## config.mk

```make
export PLATFORM = sky130hd
export DESIGN_NAME = vga_plot_arbiter_flat
export DESIGN_NICKNAME = d
export VERILOG_FILES = /design/src/rtl/vga_pkg.sv /design/src/rtl/vga_plot_arbiter_if.sv /design/src/rtl/rr_grant.sv /design/src/rtl/vga_plot_arbiter.sv /design/src/flat_wrapper.sv
export SDC_FILE = /design/constraint.sdc
export NUM_CORES = 1
export LEC_CHECK = 0
export ABC_AREA = 1
export BUFFER_PORTS_ARGS = -buffer_cell sky130_fd_sc_hd__buf_2
export CAP_MARGIN = 40
export CORE_UTILIZATION = 54
export CTS_CLUSTER_DIAMETER = 150
export DETAILED_ROUTE_END_ITERATION = 8
export PLACE_DENSITY = 0.84
export SYNTH_ARGS = -nofsm -noshare
export SYNTH_HDL_FRONTEND = slang
export SYNTH_SLANG_ARGS = --single-unit
```

## constraint.sdc

```tcl
create_clock -name clk -period 8.14 [get_ports clk]
set_input_delay 1.221 -clock clk [delete_from_list [all_inputs] [get_ports clk]]
set_output_delay 1.221 -clock clk [all_outputs]
set_load 0.01 [all_outputs]
```

## src/rtl/vga_pkg.sv

```systemverilog
// Shared screen geometry, colour codes and arbitration mode encodings for the
// VGA drawing path.
package vga_pkg;

    localparam int unsigned SCREEN_W = 160;
    localparam int unsigned SCREEN_H = 120;
    localparam int unsigned X_MAX    = SCREEN_W - 1;
    localparam int unsigned Y_MAX    = SCREEN_H - 1;

    localparam int unsigned X_W      = 8;
    localparam int unsigned Y_W      = 7;
    localparam int unsigned COLOUR_W = 3;

    localparam logic [COLOUR_W-1:0] COL_BLACK = 3'b000;
    localparam logic [COLOUR_W-1:0] COL_RED   = 3'b100;
    localparam logic [COLOUR_W-1:0] COL_GREEN = 3'b010;
    localparam logic [COLOUR_W-1:0] COL_WHITE = 3'b111;

    localparam int unsigned MODE_RR = 0;
    localparam int unsigned MODE_FP = 1;

    // Width of a channel index; never zero even for a single channel.
    function automatic int unsigned id_width(input int unsigned n);
        return (n > 1) ? $clog2(n) : 1;
    endfunction

endpackage

```

## src/rtl/vga_plot_arbiter_if.sv

```systemverilog
// Per-channel pixel request bundle between drawing sources and the plot arbiter.
interface vga_plot_arbiter_if #(
    parameter int unsigned NUM_CH   = 4,
    parameter int unsigned X_W      = vga_pkg::X_W,
    parameter int unsigned Y_W      = vga_pkg::Y_W,
    parameter int unsigned COLOUR_W = vga_pkg::COLOUR_W
);

    logic [NUM_CH-1:0]          in_valid;
    logic [NUM_CH*X_W-1:0]      in_x;
    logic [NUM_CH*Y_W-1:0]      in_y;
    logic [NUM_CH*COLOUR_W-1:0] in_colour;
    logic [NUM_CH-1:0]          in_ready;

    modport master (
        output in_valid,
        output in_x,
        output in_y,
        output in_colour,
        input  in_ready
    );

    modport slave (
        input  in_valid,
        input  in_x,
        input  in_y,
        input  in_colour,
        output in_ready
    );

endinterface

```

## src/rtl/rr_grant.sv

```systemverilog
// Combinational one-hot grant: search the valid vector starting at ptr_i
// (or at 0 in fixed-priority mode), wrapping modulo NUM_CH.
module rr_grant #(
    parameter int unsigned NUM_CH = 4,
    parameter int unsigned ID_W   = 2
) (
    input  logic [NUM_CH-1:0] valid_i,
    input  logic [ID_W-1:0]   ptr_i,
    input  logic              fixed_prio_i,
    output logic [NUM_CH-1:0] grant_o,
    output logic [ID_W-1:0]   grant_id_o
);

    int unsigned base;
    int unsigned idx;
    logic        found;

    always_comb begin
        grant_o    = '0;
        grant_id_o = '0;
        found      = 1'b0;
        idx        = 0;
        base       = fixed_prio_i ? 32'd0 : 32'(ptr_i);
        for (int i = 0; i < NUM_CH; i++) begin
            idx = base + 32'(i);
            if (idx >= NUM_CH) begin
                idx = idx - NUM_CH;
            end
            if (!found && valid_i[ID_W'(idx)]) begin
                found                 = 1'b1;
                grant_o[ID_W'(idx)]   = 1'b1;
                grant_id_o            = ID_W'(idx);
            end
        end
    end

endmodule

```

## src/rtl/vga_plot_arbiter.sv

```systemverilog
// N-channel pixel-plot arbiter in front of vga_adapter: one grant per cycle,
// registered plot output, off-screen pixels swallowed and counted.
module vga_plot_arbiter #(
    parameter int unsigned NUM_CH   = 4,
    parameter int unsigned X_W      = vga_pkg::X_W,
    parameter int unsigned Y_W      = vga_pkg::Y_W,
    parameter int unsigned COLOUR_W = vga_pkg::COLOUR_W,
    parameter int unsigned X_MAX    = vga_pkg::X_MAX,
    parameter int unsigned Y_MAX    = vga_pkg::Y_MAX,
    parameter int unsigned MODE     = vga_pkg::MODE_RR,
    localparam int unsigned ID_W    = vga_pkg::id_width(NUM_CH)
) (
    input  logic                clk,
    input  logic                reset,
    input  logic                en,
    vga_plot_arbiter_if.slave   src,
    output logic [X_W-1:0]      x,
    output logic [Y_W-1:0]      y,
    output logic [COLOUR_W-1:0] colour,
    output logic                plot,
    output logic [ID_W-1:0]     grant_id,
    output logic [15:0]         clip_count
);

    import vga_pkg::*;

    logic [NUM_CH-1:0]   grant;
    logic [ID_W-1:0]     sel_id;
    logic [X_W-1:0]      sel_x;
    logic [Y_W-1:0]      sel_y;
    logic [COLOUR_W-1:0] sel_colour;
    logic                transfer;
    logic                in_bounds;

    logic [ID_W-1:0]     ptr_q, ptr_d;
    logic                plot_q, plot_d;
    logic [X_W-1:0]      x_q, x_d;
    logic [Y_W-1:0]      y_q, y_d;
    logic [COLOUR_W-1:0] colour_q, colour_d;
    logic [ID_W-1:0]     gid_q, gid_d;
    logic [15:0]         clip_q, clip_d;

    rr_grant #(
        .NUM_CH (NUM_CH),
        .ID_W   (ID_W)
    ) u_rr_grant (
        .valid_i      (src.in_valid),
        .ptr_i        (ptr_q),
        .fixed_prio_i (MODE == MODE_FP),
        .grant_o      (grant),
        .grant_id_o   (sel_id)
    );

    // Reset gates ready so nothing is accepted on the reset edge.
    assign src.in_ready = (en && !reset) ? grant : '0;
    assign transfer     = |(src.in_valid & src.in_ready);

    always_comb begin
        sel_x      = '0;
        sel_y      = '0;
        sel_colour = '0;
        for (int i = 0; i < NUM_CH; i++) begin
            if (sel_id == ID_W'(i)) begin
                sel_x      = src.in_x[i*X_W +: X_W];
                sel_y      = src.in_y[i*Y_W +: Y_W];
                sel_colour = src.in_colour[i*COLOUR_W +: COLOUR_W];
            end
        end
    end

    assign in_bounds = (32'(sel_x) <= X_MAX) && (32'(sel_y) <= Y_MAX);

    always_comb begin
        ptr_d    = ptr_q;
        plot_d   = transfer && in_bounds;
        x_d      = x_q;
        y_d      = y_q;
        colour_d = colour_q;
        gid_d    = gid_q;
        clip_d   = clip_q;
        if (transfer) begin
            x_d      = sel_x;
            y_d      = sel_y;
            colour_d = sel_colour;
            gid_d    = sel_id;
            if (MODE != MODE_FP) begin
                ptr_d = (sel_id == ID_W'(NUM_CH - 1)) ? '0 : sel_id + 1'b1;
            end
            if (!in_bounds && clip_q != 16'hFFFF) begin
                clip_d = clip_q + 16'd1;
            end
        end
    end

    always_ff @(posedge clk) begin
        if (reset) begin
            ptr_q    <= '0;
            plot_q   <= 1'b0;
            x_q      <= '0;
            y_q      <= '0;
            colour_q <= '0;
            gid_q    <= '0;
            clip_q   <= '0;
        end else begin
            ptr_q    <= ptr_d;
            plot_q   <= plot_d;
            x_q      <= x_d;
            y_q      <= y_d;
            colour_q <= colour_d;
            gid_q    <= gid_d;
            clip_q   <= clip_d;
        end
    end

    assign x          = x_q;
    assign y          = y_q;
    assign colour     = colour_q;
    assign plot       = plot_q;
    assign grant_id   = gid_q;
    assign clip_count = clip_q;

endmodule

```

## src/flat_wrapper.sv

```systemverilog
// flat-port wrapper written by rule: the top's interface ports become plain ports
module vga_plot_arbiter_flat import vga_pkg::*;
#(
    parameter int unsigned NUM_CH   = 4,
    parameter int unsigned X_W      = vga_pkg::X_W,
    parameter int unsigned Y_W      = vga_pkg::Y_W,
    parameter int unsigned COLOUR_W = vga_pkg::COLOUR_W,
    parameter int unsigned X_MAX    = vga_pkg::X_MAX,
    parameter int unsigned Y_MAX    = vga_pkg::Y_MAX,
    parameter int unsigned MODE     = vga_pkg::MODE_RR,
    localparam int unsigned ID_W    = vga_pkg::id_width(NUM_CH)
)
  (clk, reset, en, x, y, colour, plot, grant_id, clip_count, src_in_valid, src_in_x, src_in_y, src_in_colour, src_in_ready);
  vga_plot_arbiter_if #(.NUM_CH(NUM_CH), .X_W(X_W), .Y_W(Y_W), .COLOUR_W(COLOUR_W)) src_i ();
  input  logic clk;
  input  logic reset;
  input  logic en;
  output logic [X_W-1:0] x;
  output logic [Y_W-1:0] y;
  output logic [COLOUR_W-1:0] colour;
  output logic plot;
  output logic [ID_W-1:0] grant_id;
  output logic [15:0] clip_count;
  input wire logic [$bits(src_i.in_valid)-1:0] src_in_valid;
  input wire logic [$bits(src_i.in_x)-1:0] src_in_x;
  input wire logic [$bits(src_i.in_y)-1:0] src_in_y;
  input wire logic [$bits(src_i.in_colour)-1:0] src_in_colour;
  output wire logic [$bits(src_i.in_ready)-1:0] src_in_ready;
  assign src_i.in_valid = src_in_valid;
  assign src_i.in_x = src_in_x;
  assign src_i.in_y = src_in_y;
  assign src_i.in_colour = src_in_colour;
  assign src_in_ready = src_i.in_ready;
  vga_plot_arbiter #(.NUM_CH(NUM_CH), .X_W(X_W), .Y_W(Y_W), .COLOUR_W(COLOUR_W), .X_MAX(X_MAX), .Y_MAX(Y_MAX), .MODE(MODE)) u_core (.clk(clk), .reset(reset), .en(en), .src(src_i), .x(x), .y(y), .colour(colour), .plot(plot), .grant_id(grant_id), .clip_count(clip_count));
endmodule
```

==> metrics.cfg <==
[run_status]
outcome=finished clean

[timing]
fin_skew_ps=8.57
max_freq_mhz=189
finalHoldViolCount=0
min_period_ps=5300
maxSlewHeadroom_pct=46.3
slew_viol_final=0
rsz0062_at_grt=no
fin_tns_setup_ps=0
fin_crit_sh_pct=65.1
finalSetupViolCount=0
tightest_slew_ps=805

[placed_design]
gp_congestion=0.888
placed_cells=641
hpwl_mm=6.37
io_buffer_count=119

[min_path]
min_path_type=reg2reg

[die]
chipWidth_um=77.8
initial_core_util_pct=56.1
rows=27
core_sq_mm=0.00554
dieArea_sq_mm=0.00606
io_pins=120
dieHeight_um=77.8

[clock_tree]
numCtsBuffers=5
cts-resized-gates=0
clockBufferDepth=2
cts_root_buf=clkbuf_8
post-cts-setup-buffers=0
cts_sinks=39
clk_pin_slew_worst_paths_ps=80
hold_buffers=0
cts_tree=built
cts.htree.levels=2
clock_latency_ps=300

[setup_path]
endpoint_kind=register
critical_path_required_ps=8340
critPathLaunchType=register
crit_arrival_ps=5500
critPathMaxFanout=23
critical_path_class=reg2reg

[detailed_routing]
drc=0
vias=3451
routed_wl_mm=8.47
firstDrtPassIters=5
ant_nets=0
wl_per_cell_um=13.1
routed_via_density=5.32
drt_iter0_markers=182

[cells_and_area]
seqCellArea_sq_um=781
final_cell_count_no_fill=649
multi_input_area_sq_mm=0.00203
nets=667
num-fill-cells=507
antenna_cells=0
drive_gt1_share_pct=29.3
area_growth_pct=21.6

[synthesis]
synth_nets=565
seq_area_frac_synth_pct=25.1
synth_top_area_cell=dfxtp_1
synthFlopType=dfxtp_1
synth_edf_count=0
yosys_warnings=0
synthCells=474
ys_types=35
synth_common_cells=nand2_1 (99), nor2_1 (62), nand3_1 (49), o21ai_0 (41), dfxtp_1 (39)
async_flop_share_pct=0
synth_area_leaders=dfxtp_1 (25%), nand2_1 (12%), nand3_1 (7.9%), nor2_1 (7.5%), o21ai_0 (6.6%)
synth_top_area_share_pct=25.1
yosys.cell_count.top_type=nand2_1
syn_area_sq_mm=0.00311
syn_area_per_cell_sq_um=6.55
synth_seq_cells=39

[pwr]
p_leak_nw=1.78
finalPower_mw=1.74
powerDensity_mw_per_mm2=460
vdd_drop_max_uv=360

[global_routing]
grt_max_degree=36
grt-ovfl-total=0
grt_pass1_vias=3219
grt_pass1_wl_mm=14.3
antenna_found_initial=0
grtUsageTotal_pct=29.9

[job]
max-cap-violations=0

[placed cells by master, fill, tap and decap left out, drive strengths merged, types with 10 or more instances in the layout]
cell type  Yosys  routed
xor2          10      10
buf           14     119
o21ai         53      53
a21oi         46      46
inv           39      39
dfxtp         39      39
nor2          65      65
nand2        109     109
nand3         62      62
ha            12      12
[state kept, by name, summed over array words and instances, names as in the netlist]
signal             cells
u_core.clip_count     16
u_core.x               8
u_core.y               7
u_core.colour          3
u_core.grant_id        2
u_core.ptr_q           2
u_core.plot            1
[layout make-up]
class / count / area share [%]
Clock inverter: 2 / 1.59
Inverter: 39 / 3.88
Sequential cell: 39 / 20.7
Multi-Input combinational cell: 372 / 53.8
Clock buffer: 6 / 1.92
Timing Repair Buffer: 119 / 15.8
Tap cell: 72 / 2.39
[power breakdown]
group          internal [mW]  total, mW  switching (mW)
Sequential             0.242      0.285          0.0429
Combinational          0.399       1.26           0.859
Clock                  0.123      0.193          0.0702
[worst paths after layout]
kind	startpoint	to	slack, ps	cells past startpoint
hold / removal	u_core.x[3]$_SDFFE_PP0P_	u_core.x[3]$_SDFFE_PP0P_	480	2
setup reg to reg	u_core.ptr_q[0]$_SDFFE_PP0P_	u_core.clip_count[1]$_SDFFE_PP0P_	2840	24
hold reg to reg	u_core.x[3]$_SDFFE_PP0P_	u_core.x[3]$_SDFFE_PP0P_	480	2
setup / recovery	u_core.ptr_q[0]$_SDFFE_PP0P_	u_core.clip_count[1]$_SDFFE_PP0P_	2840	24
[layer usage]
layer / wire (um) / global-route usage, % / share of wire, % / vias up
met5: 0 / 0 / 0 / -
met4: 237 / 14.5 / 2.8 / 0
met3: 539 / 5.06 / 6.4 / 17
met2: 4150 / 52.7 / 49 / 144
met1: 3540 / 34.8 / 42 / 1539
li1: - / - / - / 1751
[cells by family after synthesis]
family | after synthesis | synth area share (%)
and+or+nand+nor | 241 | 37.1
AOI/OAI and AO/OA | 105 | 19.5
adders and majority gates | 12 | 4.83
buffers and inverters | 63 | 9.51
xor gates and xnor gates | 14 | 3.95
DFF | 39 | 25.1
[through the flow]
| stage | utilization [%] | area, sq um | setup slack, ps | hold WS [ps] |
|---|---|---|---|---|
| 3_5_place_dp | 65.7 | 3640 | 2800 | 469 |
| 6_report | 68.1 | 3770 | 2840 | 482 |
| 2_1_floorplan | - | 3110 | 4240 | 488 |
| 3_3_place_gp | 65.7 | 3640 | 2940 | 451 |
| 5_1_grt | 68.1 | 3770 | 2170 | 508 |
| 4_1_cts | 68.1 | 3770 | 2880 | 482 |
[worst max-delay path, stage by stage (launching register included)]
cell and delay [ps]:
dfxtp_1 710, inv_2 230, ha_1 450, inv_1 100
nand3_1 110, nand2_2 100, nor2_8 140, inv_1 70
nor2_1 80, inv_1 50, o211ai_1 320, inv_1 120
ha_1 470, inv_1 450, nand3_1 130, nand2_1 90
o21ai_1 60, a21oi_1 180, o21ai_0 240, a21oi_4 570
inv_1 110, nor2_1 230, nand2_1 80, nand2_1 60
nor2_1 50
Note: power is estimated with default switching activity, not from simulation.
